## src/rtl/request_encoder_32x5_pkg.sv

```systemverilog
// Shared widths, FSM states and helpers for the 32-to-5 request encoder.
package request_encoder_32x5_pkg;

    localparam int REQ_W     = 32;
    localparam int IDX_W     = 5;
    localparam int GRP_N     = 4;   // number of 8-bit groups in the encoder tree
    localparam int GRP_W     = 8;   // bits per group
    localparam int GRP_IDX_W = 3;   // index width inside a group
    localparam int GRP_SEL_W = 2;   // group-select index width

    typedef enum logic {
        ST_IDLE    = 1'b0,
        ST_PRESENT = 1'b1
    } state_t;

    // One-hot mask of an encoded index, used to retire the bit being loaded.
    function automatic logic [REQ_W-1:0] idx_onehot(input logic [IDX_W-1:0] idx);
        return REQ_W'(1) << idx;
    endfunction

endpackage

```

## src/rtl/request_encoder_32x5_prio.sv

```systemverilog
// Combinational priority encoders: an 8x3 leaf and the 32x5 tree built from
// four leaves plus a 4x2 group select.
module priority_encoder_8x3
    import request_encoder_32x5_pkg::*;
#(
    parameter bit LOW_FIRST = 1'b1
) (
    input  logic [GRP_W-1:0]     IN,
    output logic [GRP_IDX_W-1:0] OUT,
    output logic                 ANY
);

    // Scan so that the last matching bit written is the one with priority.
    always_comb begin
        OUT = '0;
        ANY = |IN;
        if (LOW_FIRST) begin
            for (int i = GRP_W - 1; i >= 0; i--)
                if (IN[i]) OUT = GRP_IDX_W'(i);
        end else begin
            for (int i = 0; i < GRP_W; i++)
                if (IN[i]) OUT = GRP_IDX_W'(i);
        end
    end

endmodule

module priority_encoder_32x5
    import request_encoder_32x5_pkg::*;
#(
    parameter bit LOW_FIRST = 1'b1
) (
    input  logic [REQ_W-1:0] IN,
    output logic [IDX_W-1:0] OUT,
    output logic             ANY
);

    logic [GRP_N-1:0][GRP_IDX_W-1:0] sub_idx;
    logic [GRP_N-1:0]                grp_any;
    logic [GRP_SEL_W-1:0]            grp;

    for (genvar g = 0; g < GRP_N; g++) begin : g_grp
        priority_encoder_8x3 #(.LOW_FIRST(LOW_FIRST)) u_enc (
            .IN  (IN[g*GRP_W +: GRP_W]),
            .OUT (sub_idx[g]),
            .ANY (grp_any[g])
        );
    end

    // 4x2 group select: same priority direction as the leaves.
    always_comb begin
        grp = '0;
        if (LOW_FIRST) begin
            for (int i = GRP_N - 1; i >= 0; i--)
                if (grp_any[i]) grp = GRP_SEL_W'(i);
        end else begin
            for (int i = 0; i < GRP_N; i++)
                if (grp_any[i]) grp = GRP_SEL_W'(i);
        end
    end

    assign OUT = {grp, sub_idx[grp]};
    assign ANY = |grp_any;

endmodule

```

## src/rtl/request_encoder_32x5.sv

```systemverilog
// Sequential 32-to-5 request encoder: merges request vectors into a pending
// register and hands out one encoded index per handshake.
module request_encoder_32x5
    import request_encoder_32x5_pkg::*;
#(
    parameter bit LOW_FIRST = 1'b1
) (
    input  logic             CLK,
    input  logic             RESET_N,
    input  logic             EN,
    input  logic [REQ_W-1:0] REQ_IN,
    input  logic             REQ_VALID,
    input  logic             CLEAR,
    output logic [IDX_W-1:0] OUT,
    output logic             OUT_VALID,
    input  logic             OUT_READY,
    output logic             PENDING
);

    state_t           state_q, state_d;
    logic [REQ_W-1:0] pend_q, pend_d;
    logic [IDX_W-1:0] out_q;
    logic [IDX_W-1:0] enc_idx;
    logic             enc_any;
    logic             handshake;
    logic             load;

    // Selection looks only at the registered pending bits, so a request
    // merged this edge becomes selectable one edge later.
    priority_encoder_32x5 #(.LOW_FIRST(LOW_FIRST)) u_prio (
        .IN  (pend_q),
        .OUT (enc_idx),
        .ANY (enc_any)
    );

    assign handshake = (state_q == ST_PRESENT) && OUT_READY;
    assign load      = EN && enc_any && ((state_q == ST_IDLE) || handshake);

    // Next state: load moves/keeps PRESENT, an unrefilled handshake drops to IDLE.
    always_comb begin
        state_d = state_q;
        unique case (state_q)
            ST_IDLE:    if (load) state_d = ST_PRESENT;
            ST_PRESENT: if (handshake && !load) state_d = ST_IDLE;
            default:    state_d = ST_IDLE;
        endcase
    end

    // Merge: retire the loaded bit, then OR new requests so a re-raise wins.
    always_comb begin
        pend_d = pend_q & ~(load ? idx_onehot(enc_idx) : '0);
        if (REQ_VALID) pend_d = pend_d | REQ_IN;
    end

    // State, pending and output registers; reset and flush clear everything.
    always_ff @(posedge CLK) begin
        if (!RESET_N || CLEAR) begin
            state_q <= ST_IDLE;
            pend_q  <= '0;
            out_q   <= '0;
        end else begin
            state_q <= state_d;
            pend_q  <= pend_d;
            if (load) out_q <= enc_idx;
        end
    end

    assign OUT       = out_q;
    assign OUT_VALID = (state_q == ST_PRESENT);
    assign PENDING   = |pend_q;

endmodule
```

## config.mk

```make
export PLATFORM = sky130hd
export DESIGN_NAME = request_encoder_32x5
export DESIGN_NICKNAME = d
export VERILOG_FILES = /design/src/rtl/request_encoder_32x5_pkg.sv /design/src/rtl/request_encoder_32x5_prio.sv /design/src/rtl/request_encoder_32x5.sv
export SDC_FILE = /design/constraint.sdc
export NUM_CORES = 1
export LEC_CHECK = 0
export BUFFER_PORTS_ARGS = -buffer_cell sky130_fd_sc_hd__buf_2
export CORE_ASPECT_RATIO = 1.5
export CORE_MARGIN = 5
export CORE_UTILIZATION = 42
export CTS_CLUSTER_SIZE = 14
export DETAILED_ROUTE_END_ITERATION = 12
export PLACE_DENSITY = 0.71
export RECOVER_POWER = 25
export SLEW_MARGIN = 30
export SYNTH_ARGS = -nofsm -noshare
export SYNTH_HDL_FRONTEND = slang
export SYNTH_SLANG_ARGS = --single-unit
```

## constraint.sdc

```tcl
create_clock -name CLK -period 3.79 [get_ports CLK]
set_input_delay 0.379 -clock CLK [delete_from_list [all_inputs] [get_ports CLK]]
set_output_delay 0.379 -clock CLK [all_outputs]
set_load 0.02 [all_outputs]
```

## Word-level counts from Yosys, hierarchy flattened

Index checks and enable logic that the tools add are counted.
W data, S select, Z words.

- Magnitude comparators: 1
- Shift-type cells: 1
- Mux-type cells: 43
- Bitwise gates (word level): 4
- Reductions and logical operators: 13

Operator list:

| operator | number |
|---|---|
| $mux W3 | 33 |
| $mux W32 | 2 |
| $and A32 B32 Y32 | 1 |
| $not A32 Y32 | 1 |
| $or A32 B32 Y32 | 1 |
| $reduce_or A32 Y1 | 1 |
| $reduce_or A8 Y1 | 4 |
| $shl A1 B5 Y32 const A | 1 |
| $mux W2 | 4 |
| $bmux W3 S2 | 1 |
| $logic_and A1 B1 Y1 | 4 |
| $lt A2 B3 Y1 const B | 1 |
| $logic_not A1 Y1 | 2 |
| $logic_or A1 B1 Y1 | 2 |
| $mux W1 | 2 |
| $pmux W1 S2 | 1 |
| $not A1 Y1 | 1 |

- Bits in registers: 38
- Bits of input ports: 38

## Logic depth before layout (Yosys ltp)

Gate-level depths: netlist (run 1).

- Word-level depth: 16
- Mapped depth: 7
- Mapped depth without buffers: 6

## By module

Synthesis (run 1) repeated with hierarchy kept, for this count alone.

- Cells, all modules: 261
- Area, all modules: 2269.7 um^2

Modules (own cells, without submodules):

| module | times used | cells each | area an instance (um^2) |
|---|---|---|---|
| request_encoder_32x5 | 1 | 199 | 1819.2 |
| priority_encoder_8x3 | 4 | 13 | 81.3 |
| priority_encoder_32x5 | 1 | 10 | 125.1 |

## Worst setup path before layout (run 1)

OpenSTA, ideal clock, no wires.

- Path type: reg2reg
- Start point: reg pend_q[21]
- End point: reg pend_q[10]
- Data arrival time: 2254 ps
- Required time: 3646 ps
- Setup slack: 1392 ps
- Cell stages (with the launch flop): 7
- Path buffers: 0
- Period minus slack after synthesis: 2398 ps
- Cells stage by stage: dfxtp_1 -> or4_4 -> a311o_1 -> a2111o_1 -> a21oi_4 -> o22a_1 -> a311oi_1

- Longest elaborated chain between the ends: 14
- Elaborated cells between the ends (all ways): 21
- Those cells by class: 1 x shift; 13 x mux; 3 x bitwise; 4 x reduce/logical

Ends and longest elaborated chain:

| element | RTL line | source |
|---|---|---|
| start, declared | request_encoder_32x5.sv:21 | `logic [REQ_W-1:0] pend_q, pend_d;` |
| start signal, assigned | request_encoder_32x5.sv:63 | `pend_q <= pend_d;` |
| $mux W3 (6 in series) | request_encoder_32x5_prio.sv:19 | `if (IN[i]) OUT = GRP_IDX_W'(i);` |
| $bmux W3 S2 | request_encoder_32x5_prio.sv:62 | `assign OUT = {grp, sub_idx[grp]};` |
| $mux W3 (implied by the code) | request_encoder_32x5_prio.sv:62 |  |
| $shl A1 B5 Y32 | request_encoder_32x5_pkg.sv:18 | `return REQ_W'(1) << idx;` |
| $mux W32 (*) | request_encoder_32x5.sv:51 | `pend_d = pend_q & ~(load ? idx_onehot(enc_idx) : '0);` |
| $not A32 Y32 (*) | request_encoder_32x5.sv:51 |  |
| $and A32 B32 Y32 (*) | request_encoder_32x5.sv:51 |  |
| $or A32 B32 Y32 | request_encoder_32x5.sv:52 | `if (REQ_VALID) pend_d = pend_d \| REQ_IN;` |
| $mux W32 (*) | request_encoder_32x5.sv:52 |  |

Mark *: on every way between the ends. The rest lies on a longest branch, timed or not. The select of a mux whose other input is x is not followed.
A chain may end at the register's enable or synchronous reset.

## Final worst setup path (run 1)

- Start point: reg pend_q[17]
- End point: reg pend_q[12]

- Longest elaborated chain between the ends: 12
- Elaborated cells between the ends (all ways): 17
- Those cells by class: 1 x shift; 9 x mux; 3 x bitwise; 4 x reduce/logical

Ends and longest elaborated chain:

| element | RTL line | source |
|---|---|---|
| $reduce_or A8 Y1 | request_encoder_32x5_prio.sv:16 | `ANY = \|IN;` |
| $mux W2 (3 in series) | request_encoder_32x5_prio.sv:55 | `if (grp_any[i]) grp = GRP_SEL_W'(i);` |
| $bmux W3 S2 | request_encoder_32x5_prio.sv:62 |  |
| $mux W3 (implied by the code) | request_encoder_32x5_prio.sv:62 |  |
| $shl A1 B5 Y32 | request_encoder_32x5_pkg.sv:18 |  |
| $mux W32 (*) | request_encoder_32x5.sv:51 |  |
| $not A32 Y32 (*) | request_encoder_32x5.sv:51 |  |
| $and A32 B32 Y32 (*) | request_encoder_32x5.sv:51 |  |
| $or A32 B32 Y32 | request_encoder_32x5.sv:52 |  |
| $mux W32 (*) | request_encoder_32x5.sv:52 |  |

Marks and branches as above.

==> summary.txt, run 1 <==
# fillers: 496
Synthesis Warnings: 0
Post-CTS Setup Bufs: 0
die width: 66.99 um
Layout Cells excl Fill: 356
Sink Count: 38
final instance area: 2380 um2
clock-pin slew on the worst setup and hold paths: 0.07 ns
Setup WS post-layout: 0.9590 ns
CTS Root Cell: clkbuf_8
commonest non-fill, non-tap cells in the layout: a21oi_1, dfxtp_1, buf_2
Final ANT Viol Nets: 0
Clock Skew: 0.003292 ns
DRC Markers: 0
worst path buffer plus inverter count: 0
Mapped Cells: 250
Cell variety after synth: 40
Syn Area/Cell: 8.183 um2
syn nets: 288
Vert. Die Dim: 95.48 um
# rows: 31
area of the multi-input gates: 1207 um2
initial core utilization: 42.88%
max_cap viols: 0
Final Cycle Share: 74.70%
worst-path fanout max: 7
First-pass DRT Iterations: 4
gpl congestion: 0.9506
actual slew at the worst max-slew pin: 0.7196 ns
peak supply drop: 0.0002226 V
R2R Path End: pend_q[12]
H-tree depth: 2
Nets: 328
Worst R2R Path Depth: 6
Clock Power Share: 28.0%
vias in the first global route: 1946
sw frac: 33.63%
Worst path max stage delay: 0.61 ns
maximum number of pins on one net before global-route repair: 64
cts bufs inserted: 5
I/O pins: 45
Via Count: 2124
RSZ-0062 raised after global routing: false
crit path capture type: flip-flop
Reg area: 760.7 um2
final hold slack: 0.3508 ns
count of input and output buffers: 44
Critical Path AT: 2.97 ns
Pint: 632.4 uW
Finish-stage setup viols: 0
P_leak: 0.0008459 uW
DP Area: 2315 um2
Worst-Skew Late Latency: 0.29 ns
critical path depth: 6
run status: finished clean
CP Class: flip-flop to flip-flop
Inserted Diodes: 0
Final Hold Fails: 0
cts hold-fix bufs: 0
Pins Over Slew Limit: 0
Tot GR Track Use: 19.34%
Min-Delay Path Class: input port to flip-flop
Setup TNS Final: 0 ns
# resized after CTS: 0
PD cells: 400.4 nW/um2
fmax: 353.2 MHz
Required @ worst endpoint: 3.93 ns
final WL: 5889 um
share of cells above drive strength 1: 18.28%
antenna violations before repair: 0
TritonCTS clock tree: yes
startpoint types: flip-flop
crit-path cells: or4_1, nor4b_1, a31oi_1, o21a_1, nor4_2, a311oi_1
die area: 6395 um2
R2R setup slack: 0.96 ns
net switching power: 320.5 uW
synth-to-layout area growth: 16.33%
worst setup path end: pend_q[12]
Top delay family on crit path: simple AND/OR/NAND/NOR gates
core area: 4771 um2
worst r2r src: pend_q[17]
fin crit period: 2.831 ns
mapped cell area: 2046 um2
grt total ovfl: 0
DR WL/cell: 16.54 um
setup slack at placement: 1.028 ns
Slew headroom: 51.61%
post-synthesis sequential area ratio: 37.19%
placed cells: 349
share of power burned in registers: 45.3%
CTS Buffer Depth: 2
flops & latches, synth: 38
initial drt markers: 113
critical path startpoint: pend_q[17]
most common cell after layout, fill and taps aside: a21oi_1
first-pass GRT wire length: 9294 um
crit path max-delay cell type: or4_1
combinational group share of total power: 26.7%
vias per cell: 5.966
placed wire-length estimate: 4313 um
==> cell families after synthesis <==
| group | after synthesis | share of synthesized area, % |
|---|---|---|
| buf+inv | 19 | 3.486 |
| simple gates | 88 | 23.12 |
| flops | 38 | 37.19 |
| compound gates | 103 | 35.23 |
| mux | 2 | 0.9786 |
==> worst reg2reg max path: cells and delay by family, from the launching register on <==
| family | cells | cell delay [ns] |
|---|---|---|
| flip-flops | 1 | 0.33 |
| AO/OA/AOI/OAI | 3 | 0.64 |
| AND/OR/NAND/NOR | 3 | 1.70 |
==> power groups by stage <==
stage	Sequential [uW]	Combinational, uW	Clock [uW]
floorplan	440	170	0
global placement	439	254	0
detailed placement	440	255	0
CTS	431	256	268
global route	434	279	281
finish	432	255	267
==> flip-flops by register name (all words and copies together) (netlist names) <==
name	cells
OUT	5
OUT_VALID	1
pend_q	32
==> cell type report <==
cell class,instances,area share (%)
Inverter,6,0.9464
Sequential cell,38,31.97
Multi-Input combinational cell,193,50.74
Clock buffer,7,3.207
Tap cell,66,3.470
Timing Repair Buffer,46,9.674
==> per-layer routing <==
layer	vias up	global-route usage [%]	wire, um
met3	10	3.302	217
met1	1017	20.98	2262
met5	-	0	0
li1	1055	-	-
met2	42	35.68	3290
met4	0	8.799	119
==> metrics by stage <==
step / total power (uW) / utilization (%)
4_1_cts: 954.0 / 50.12
3_3_place_gp: 693.6 / 48.52
6_report: 952.9 / 49.88
2_1_floorplan: 609.8 / -
3_5_place_dp: 695.3 / 48.52
5_1_grt: 993.9 / 49.88
==> worst min path at each step <==
stage / from / slack, ns / depth (start not counted) / end
2_1_floorplan: pend_q[18] / 0.49 / 2 / pend_q[18]
3_5_place_dp: OUT[1] / 0.45 / 2 / OUT[1]
5_1_grt: EN / 0.37 / 3 / OUT_VALID
3_3_place_gp: OUT[1] / 0.45 / 2 / OUT[1]
4_1_cts: RESET_N / 0.35 / 3 / OUT[0]
6_report: RESET_N / 0.35 / 3 / OUT[0]
==> synth_stat cells <==
cell,number,area share (%)
inv_1,6,1.1
dfxtp_1,38,37
o22a_1,1,0.43
a221oi_1,2,0.86
o2111ai_1,1,0.43
or2_0,1,0.31
nand3_1,2,0.49
or4_4,2,1.1
nand4b_1,1,0.43
nor4_2,2,1.2
a21oi_1,41,10
nor4_1,5,1.5
mux2i_1,2,0.98
nor3_1,5,1.2
nand2_1,31,5.7
o21ai_0,4,0.98
nor3b_1,3,1.1
a31o_2,1,0.43
a2111o_1,1,0.55
nor2b_1,3,0.92
a21boi_0,6,2.2
clkbuf_1,13,2.4
nor3_2,1,0.49
a21oi_4,1,0.80
o31a_1,1,0.43
o21a_1,2,0.73
and2_1,4,1.2
or3_1,1,0.31
or4_1,3,1.1
o31ai_1,5,1.8
nor2_1,18,3.3
a21boi_1,1,0.37
nor4b_2,2,1.5
o41ai_1,1,0.43
a31oi_1,2,0.61
nand2b_1,2,0.61
a211oi_1,1,0.37
a311o_1,1,0.49
nand4_1,2,0.61
a311oi_1,31,13
No activity file was read; power rests on OpenSTA's default activity.
==> inputs of run 2 (changes only) <==
ABC_AREA = 1   (was unset)
PLACE_DENSITY = 0.73   (was 0.71)
clock period = 2.6 ns   (was 3.79 ns; I/O delays follow)
==> summary.txt, run 2 <==
run status: finished clean
maximum number of pins on one net before global-route repair: 33 (-48%)
PD cells: 607.3 nW/um2 (+52%)
area share of the largest cell type after synthesis: 34.29% (-2.9 points)
grt total ovfl: 0 (unchanged)
clock-pin slew on the worst setup and hold paths: 0.07 ns (about the same)
H-tree depth: 2 (unchanged)
vias per cell: 5.203 (-13%)
Reg with most FFs: pend_q
Synthesis Warnings: 0 (unchanged)
initial core utilization: 43.29% (+0.41 points)
gpl congestion: 1.102 (+16%)
first-pass GRT wire length: 9846 um (+5.9%)
mux contribution to synthesized area: 0% (-0.98 points)
ys async rst share: 0% (unchanged)
# fillers: 560 (+13%)
RSZ-0062 raised after global routing: false
actual slew at the worst max-slew pin: 0.5952 ns (-0.1245 ns)
placed wire-length estimate: 4747 um (+10%)
fin crit period: 2.380 ns (-0.4507 ns)
DRC Markers: 0 (unchanged)
P_leak: 0.001125 uW (+33%)
DR WL/cell: 13.82 um (-16%)
Inserted Diodes: 0 (unchanged)
crit path capture type: flip-flop
Setup WS post-layout: 0.2197 ns (-0.7393 ns)
Final ANT Viol Nets: 0 (unchanged)
number of flip-flops in the largest register: 32 (unchanged)
initial drt markers: 115 (+1.8%)
final WL: 6054 um (+2.8%)
Final Hold Fails: 0 (unchanged)
I/O pins: 45 (unchanged)
final hold slack: 0.2099 ns (-0.1409 ns)
Post-synth top cells: nand2_1, a21oi_1, dfxtp_1
setup slack at placement: 0.2361 ns (-0.7924 ns)
Via Count: 2279 (+7.3%)
Clock Skew: 0.005175 ns (+0.001883 ns)
Cell variety after synth: 27 (-33%)
Post-Synth Simple-Gate Area: 35.48% (+12 points)
Critical Path AT: 2.54 ns (-0.43 ns)
core area: 5125 um2 (+7.4%)
TritonCTS clock tree: yes
Slew headroom: 60.28% (+8.7 points)
Most used DFF post-synth: dfxtp_1
placed cells: 430 (+23%)
Post-synth EDFFs: 0 (unchanged)
Syn Area/Cell: 6.805 um2 (-17%)
die width: 69.34 um (+3.5%)
peak supply drop: 0.0002284 V (+2.6%)
flops & latches, synth: 38 (unchanged)
worst-path fanout max: 17 (+10)
antenna violations before repair: 0 (unchanged)
post-synthesis sequential area ratio: 34.29% (-2.9 points)
mapped cell area: 2218 um2 (+8.4%)
CTS Buffer Depth: 2 (unchanged)
Synth Area in Compound Gates: 19.06% (-16 points)
# rows: 32 (+3.2%)
cell with the most instances after synthesis: nand2_1
cell taking the most area after synthesis: dfxtp_1
share of cells above drive strength 1: 21.35% (+3.1 points)
Tot GR Track Use: 17.86% (-1.5 points)
syn nets: 364 (+26%)
post-synthesis xor/xnor area fraction: 0% (unchanged)
Sink Count: 38 (unchanged)
synth-to-layout area growth: 15.96%
Worst-Skew Late Latency: 0.29 ns (about the same)
cts bufs inserted: 5 (unchanged)
Pins Over Slew Limit: 0 (unchanged)
max_cap viols: 0 (unchanged)
die area: 6865 um2 (+7.3%)
Mapped Cells: 326 (+30%)
cts hold-fix bufs: 0 (unchanged)
vias in the first global route: 2181 (+12%)
post-synthesis adder-cell area fraction: 0% (unchanged)
most common cell after layout, fill and taps aside: nand2_1
CP Class: flip-flop to flip-flop
Min-Delay Path Class: input port to flip-flop
CTS Root Cell: clkbuf_8
largest family of logic cells by synthesized area: simple AND/OR/NAND/NOR gates
Finish-stage setup viols: 0 (unchanged)
Layout Cells excl Fill: 438 (+23%)
Nets: 407 (+24%)
commonest non-fill, non-tap cells in the layout: nand2_1, a21oi_1, dfxtp_1
fmax: 420.1 MHz (+19%)
Required @ worst endpoint: 2.76 ns (-1.17 ns)
Vert. Die Dim: 99.01 um (+3.7%)
synth top area cells: dfxtp_1, nand2_1, a21oi_1
Setup TNS Final: 0 ns (unchanged)
startpoint types: flip-flop
Final Cycle Share: 91.55% (+17 points)
First-pass DRT Iterations: 5 (+1)
count of input and output buffers: 44 (unchanged)
[run 2: cell types whose count changed in the layout (fill, tap and decap cells not counted), sizes merged, moves of 5 or more]
cell and change:
nor3 -6, inv +35, o31ai -5, nand3 +9
a311oi -31, or4 -5, a21boi -5, nor4 -7
nand4 +22, o21bai +17, nand2 +74
[run 2: logic make-up after synthesis]
logic type | count (synthesis)
buf+inv | 56
compound gates | 73
simple gates | 159
flops | 38
[run 2: layer usage]
metal | global-route usage, % | part of all wire (%) | vias to the layer above
met5 | 0 | 0 | -
met4 | 12.63 | 5.8 | 0
met3 | 2.959 | 5.9 | 23
met2 | 33.24 | 51 | 90
met1 | 17.60 | 37 | 1011
li1 | - | - | 1155
[run 2: worst max-delay path, cell delays in order (launching register included)]
cell     delay [ns]
dfxtp_1        0.33
nor2_1         0.21
nand2_1        0.10
nor2_2         0.12
nand2_1        0.08
nand2_2        0.10
nand2_4        0.14
inv_4          0.16
nand2_1        0.08
nand3_1        0.09
nand2_2        0.19
nor2_4         0.27
nand4_1        0.19
nand2_1        0.11
a21oi_1        0.06
[run 2: stage by stage]
step / total power, uW / instance area (um2) / util [%]
2_1_floorplan: 1002 / 2218 / -
3_3_place_gp: 1089 / 2476 / 48.32
3_5_place_dp: 1098 / 2476 / 48.32
4_1_cts: 1569 / 2586 / 50.46
5_1_grt: 1643 / 2572 / 50.20
6_report: 1562 / 2572 / 50.20
[run 2: report_power, final]
| part | internal [uW] | switching [uW] |
|---|---|---|
| registers | 606 | 13.1 |
| clock network | 268 | 203 |
| logic | 138 | 336 |
[run 2: repair_timing]
action,in CTS,in global routing
setup endpoints to repair,0,1
setup buffers,0,0
resized for setup,0,1
[run 2: layout make-up]
cell class                      count  area, um2  area share, %
Multi-Input combinational cell    232       1206          46.89
Sequential cell                    38      760.7          29.57
Timing Repair Buffer               48      237.7          9.241
Inverter                           44      172.7          6.712
Clock buffer                        8      110.1          4.280
Tap cell                           68      85.08          3.307
[run 2: path summary, 6_finish.rpt]
check	start	end	slack, ns	depth (start not counted)
max	pend_q[21]	pend_q[19]	0.22	14
min	REQ_IN[16]	pend_q[16]	0.21	3
max reg2reg	pend_q[21]	pend_q[19]	0.22	14
min reg2reg	pend_q[1]	pend_q[1]	0.46	2
==> inputs of run 3 (changes only) <==
CTS_BUF_LIST = sky130_fd_sc_hd__clkbuf_8   (was unset)
PLACE_DENSITY = 0.71   (was 0.73)
clock period = 2.3 ns   (was 2.6 ns; I/O delays follow)
==> summary.txt, run 3 (same netlist as run 2, synthesis figures left out) <==
run status: finished clean
PD cells: 667.6 nW/um2 (+9.9%)
final hold slack: 0.1740 ns (-0.03592 ns)
maximum number of pins on one net before global-route repair: 34 (+3.0%)
number of flip-flops in the largest register: 32 (unchanged)
Hold Path Stages: 3 (unchanged)
peak supply drop: 0.0004096 V (+79%)
First-pass DRT Iterations: 4 (-1)
H-tree depth: 2 (unchanged)
Worst R2R Path Depth: 14 (unchanged)
fin crit period: 2.119 ns (-0.2613 ns)
CTS Buffer Depth: 2 (unchanged)
Final Cycle Share: 92.13% (+0.58 points)
Setup TNS Final: 0 ns (unchanged)
die width: 69.34 um (unchanged)
die area: 6865 um2 (unchanged)
Worst-Skew Late Latency: 0.30 ns (about the same)
I/O pins: 45 (unchanged)
placed wire-length estimate: 4717 um (-0.63%)
Clock Skew: 0.01096 ns (+0.005786 ns)
core area: 5125 um2 (unchanged)
Sink Count: 38 (unchanged)
crit path max-delay cell type: dfxtp_1
final WL: 6000 um (-0.89%)
worst-path fanout max: 8 (-9)
clock-pin slew on the worst setup and hold paths: 0.08 ns (about the same)
commonest non-fill, non-tap cells in the layout: nand2_1, a21oi_1, dfxtp_1, buf_2, inv_1
actual slew at the worst max-slew pin: 0.5861 ns (-0.009077 ns)
max_cap viols: 0 (unchanged)
# rows: 32 (unchanged)
met1 Use GR: 18.73% (+1.1 points)
fmax: 471.9 MHz (+12%)
crit path capture type: flip-flop
synth-to-layout area growth: 16.47%
Final Hold Fails: 0 (unchanged)
worst path buffer plus inverter count: 3 (+2)
RSZ-0062 raised after global routing: true
gpl congestion: 0.9666 (-12%)
cts bufs inserted: 5 (unchanged)
met3 Track Usage GR: 3.367% (+0.41 points)
R2R setup slack: 0.18 ns (-0.04 ns)
Reg with most FFs: pend_q
grt met2 use: 33.09% (-0.15 points)
setup slack at placement: 0.1881 ns (-0.04803 ns)
Pins Over Slew Limit: 0 (unchanged)
initial core utilization: 43.29% (unchanged)
Top cell by count, worst path: nand2_1
Inserted Diodes: 0 (unchanged)
R2R Path End: pend_q[23]
CP Class: flip-flop to flip-flop
# fillers: 576 (+2.9%)
TritonCTS clock tree: yes
grt total ovfl: 0 (unchanged)
Setup WS post-layout: 0.1810 ns (-0.03875 ns)
first-pass GRT wire length: 10130 um (+2.9%)
Tot GR Track Use: 18.12% (+0.26 points)
antenna violations before repair: 0 (unchanged)
vias per cell: 5.202 (about the same)
gr busiest metal: met2
critical path startpoint: pend_q[6]
vias in the first global route: 2326 (+6.6%)
Final ANT Viol Nets: 0 (unchanged)
Top delay family on crit path: simple AND/OR/NAND/NOR gates
Vert. Die Dim: 99.01 um (unchanged)
Worst path max stage delay: 0.31 ns (-0.02 ns)
count of input and output buffers: 44 (unchanged)
Min-Delay Path Class: input port to flip-flop
Nets: 411 (+0.98%)
crit-path cells: inv_2, nand2_1, nor2_2, nand2_2, clkinv_2, nand2_4, inv_2, nand2_1, nand3_1, nand2_1, nor2_4, nand4_1, nand2_1, a21oi_1
startpoint types: flip-flop
Finish-stage setup viols: 0 (unchanged)
Via Count: 2294 (+0.66%)
CTS Root Cell: clkbuf_8
P_leak: 0.001141 uW (+1.4%)
min-delay src: REQ_IN[11]
Slew headroom: 60.93% (+0.65 points)
Worst Hold End: pend_q[11]
DRC Markers: 0 (unchanged)
share of cells above drive strength 1: 23.32% (+2.0 points)
worst r2r src: pend_q[6]
most common cell after layout, fill and taps aside: nand2_1
DR WL/cell: 13.61 um (-1.6%)
initial drt markers: 147 (+28%)
Required @ worst endpoint: 2.45 ns (-0.31 ns)
Critical Path AT: 2.27 ns (-0.27 ns)
## run 3: cell types whose count changed in the layout (fill, tap and decap cells not counted), sizes merged
cell      change
buf           +5
clkbuf        -4
clkinv        +3
clkinvlp      -1
## run 3: timing repair
action	in CTS	in global routing
hold endpoints to repair	0	0
buffers inserted	0	0
endpoints found under the setup margin	0	22
hold buffers	0	0
gates resized for setup	0	3
## run 3: layer usage
| layer | part of all wire (%) | vias to the layer above | routed length, um |
|---|---|---|---|
| met5 | 0 | - | 0 |
| met4 | 5.1 | 0 | 308 |
| met3 | 4.4 | 21 | 264 |
| met2 | 52 | 66 | 3141 |
| met1 | 38 | 1051 | 2286 |
| li1 | - | 1156 | - |
## run 3: report_power, final
part | switching [uW] | internal (uW)
logic | 396 | 184
registers | 15.7 | 684
clock network | 241 | 204
## run 3: metrics by stage
step | util (%) | power (uW) | cell area (um2) | instances
3_5_place_dp | 48.90 | 1285 | 2506 | 434
6_report | 50.42 | 1725 | 2584 | 441
3_3_place_gp | 48.90 | 1281 | 2506 | 434
4_1_cts | 50.44 | 1721 | 2585 | 441
2_1_floorplan | - | 1132 | 2218 | 326
5_1_grt | 50.42 | 1803 | 2584 | 441
## run 3: final cells by class
class / count / area (um2) / share of cell area [%]
repair buffers: 52 / 269.0 / 10.41
well taps: 68 / 85.08 / 3.293
multi-input cells: 232 / 1220 / 47.22
flip-flops and latches: 38 / 760.7 / 29.44
clock inverters: 2 / 10.01 / 0.3874
inverters: 44 / 170.2 / 6.586
clock buffers: 5 / 68.82 / 2.663
## run 3: worst max-delay path by stage
stage,to,cells after the start
finish,pend_q[23],14
global route,pend_q[18],14
CTS,pend_q[2],12
detailed placement,pend_q[2],12
global placement,pend_q[2],12
floorplan,pend_q[23],16
## run 3: tightest hold or removal path: cells and delay by family
family          cells  cell delay (ns)
compound gates      1             0.05
buf+inv             1             0.09
simple gates        1             0.05
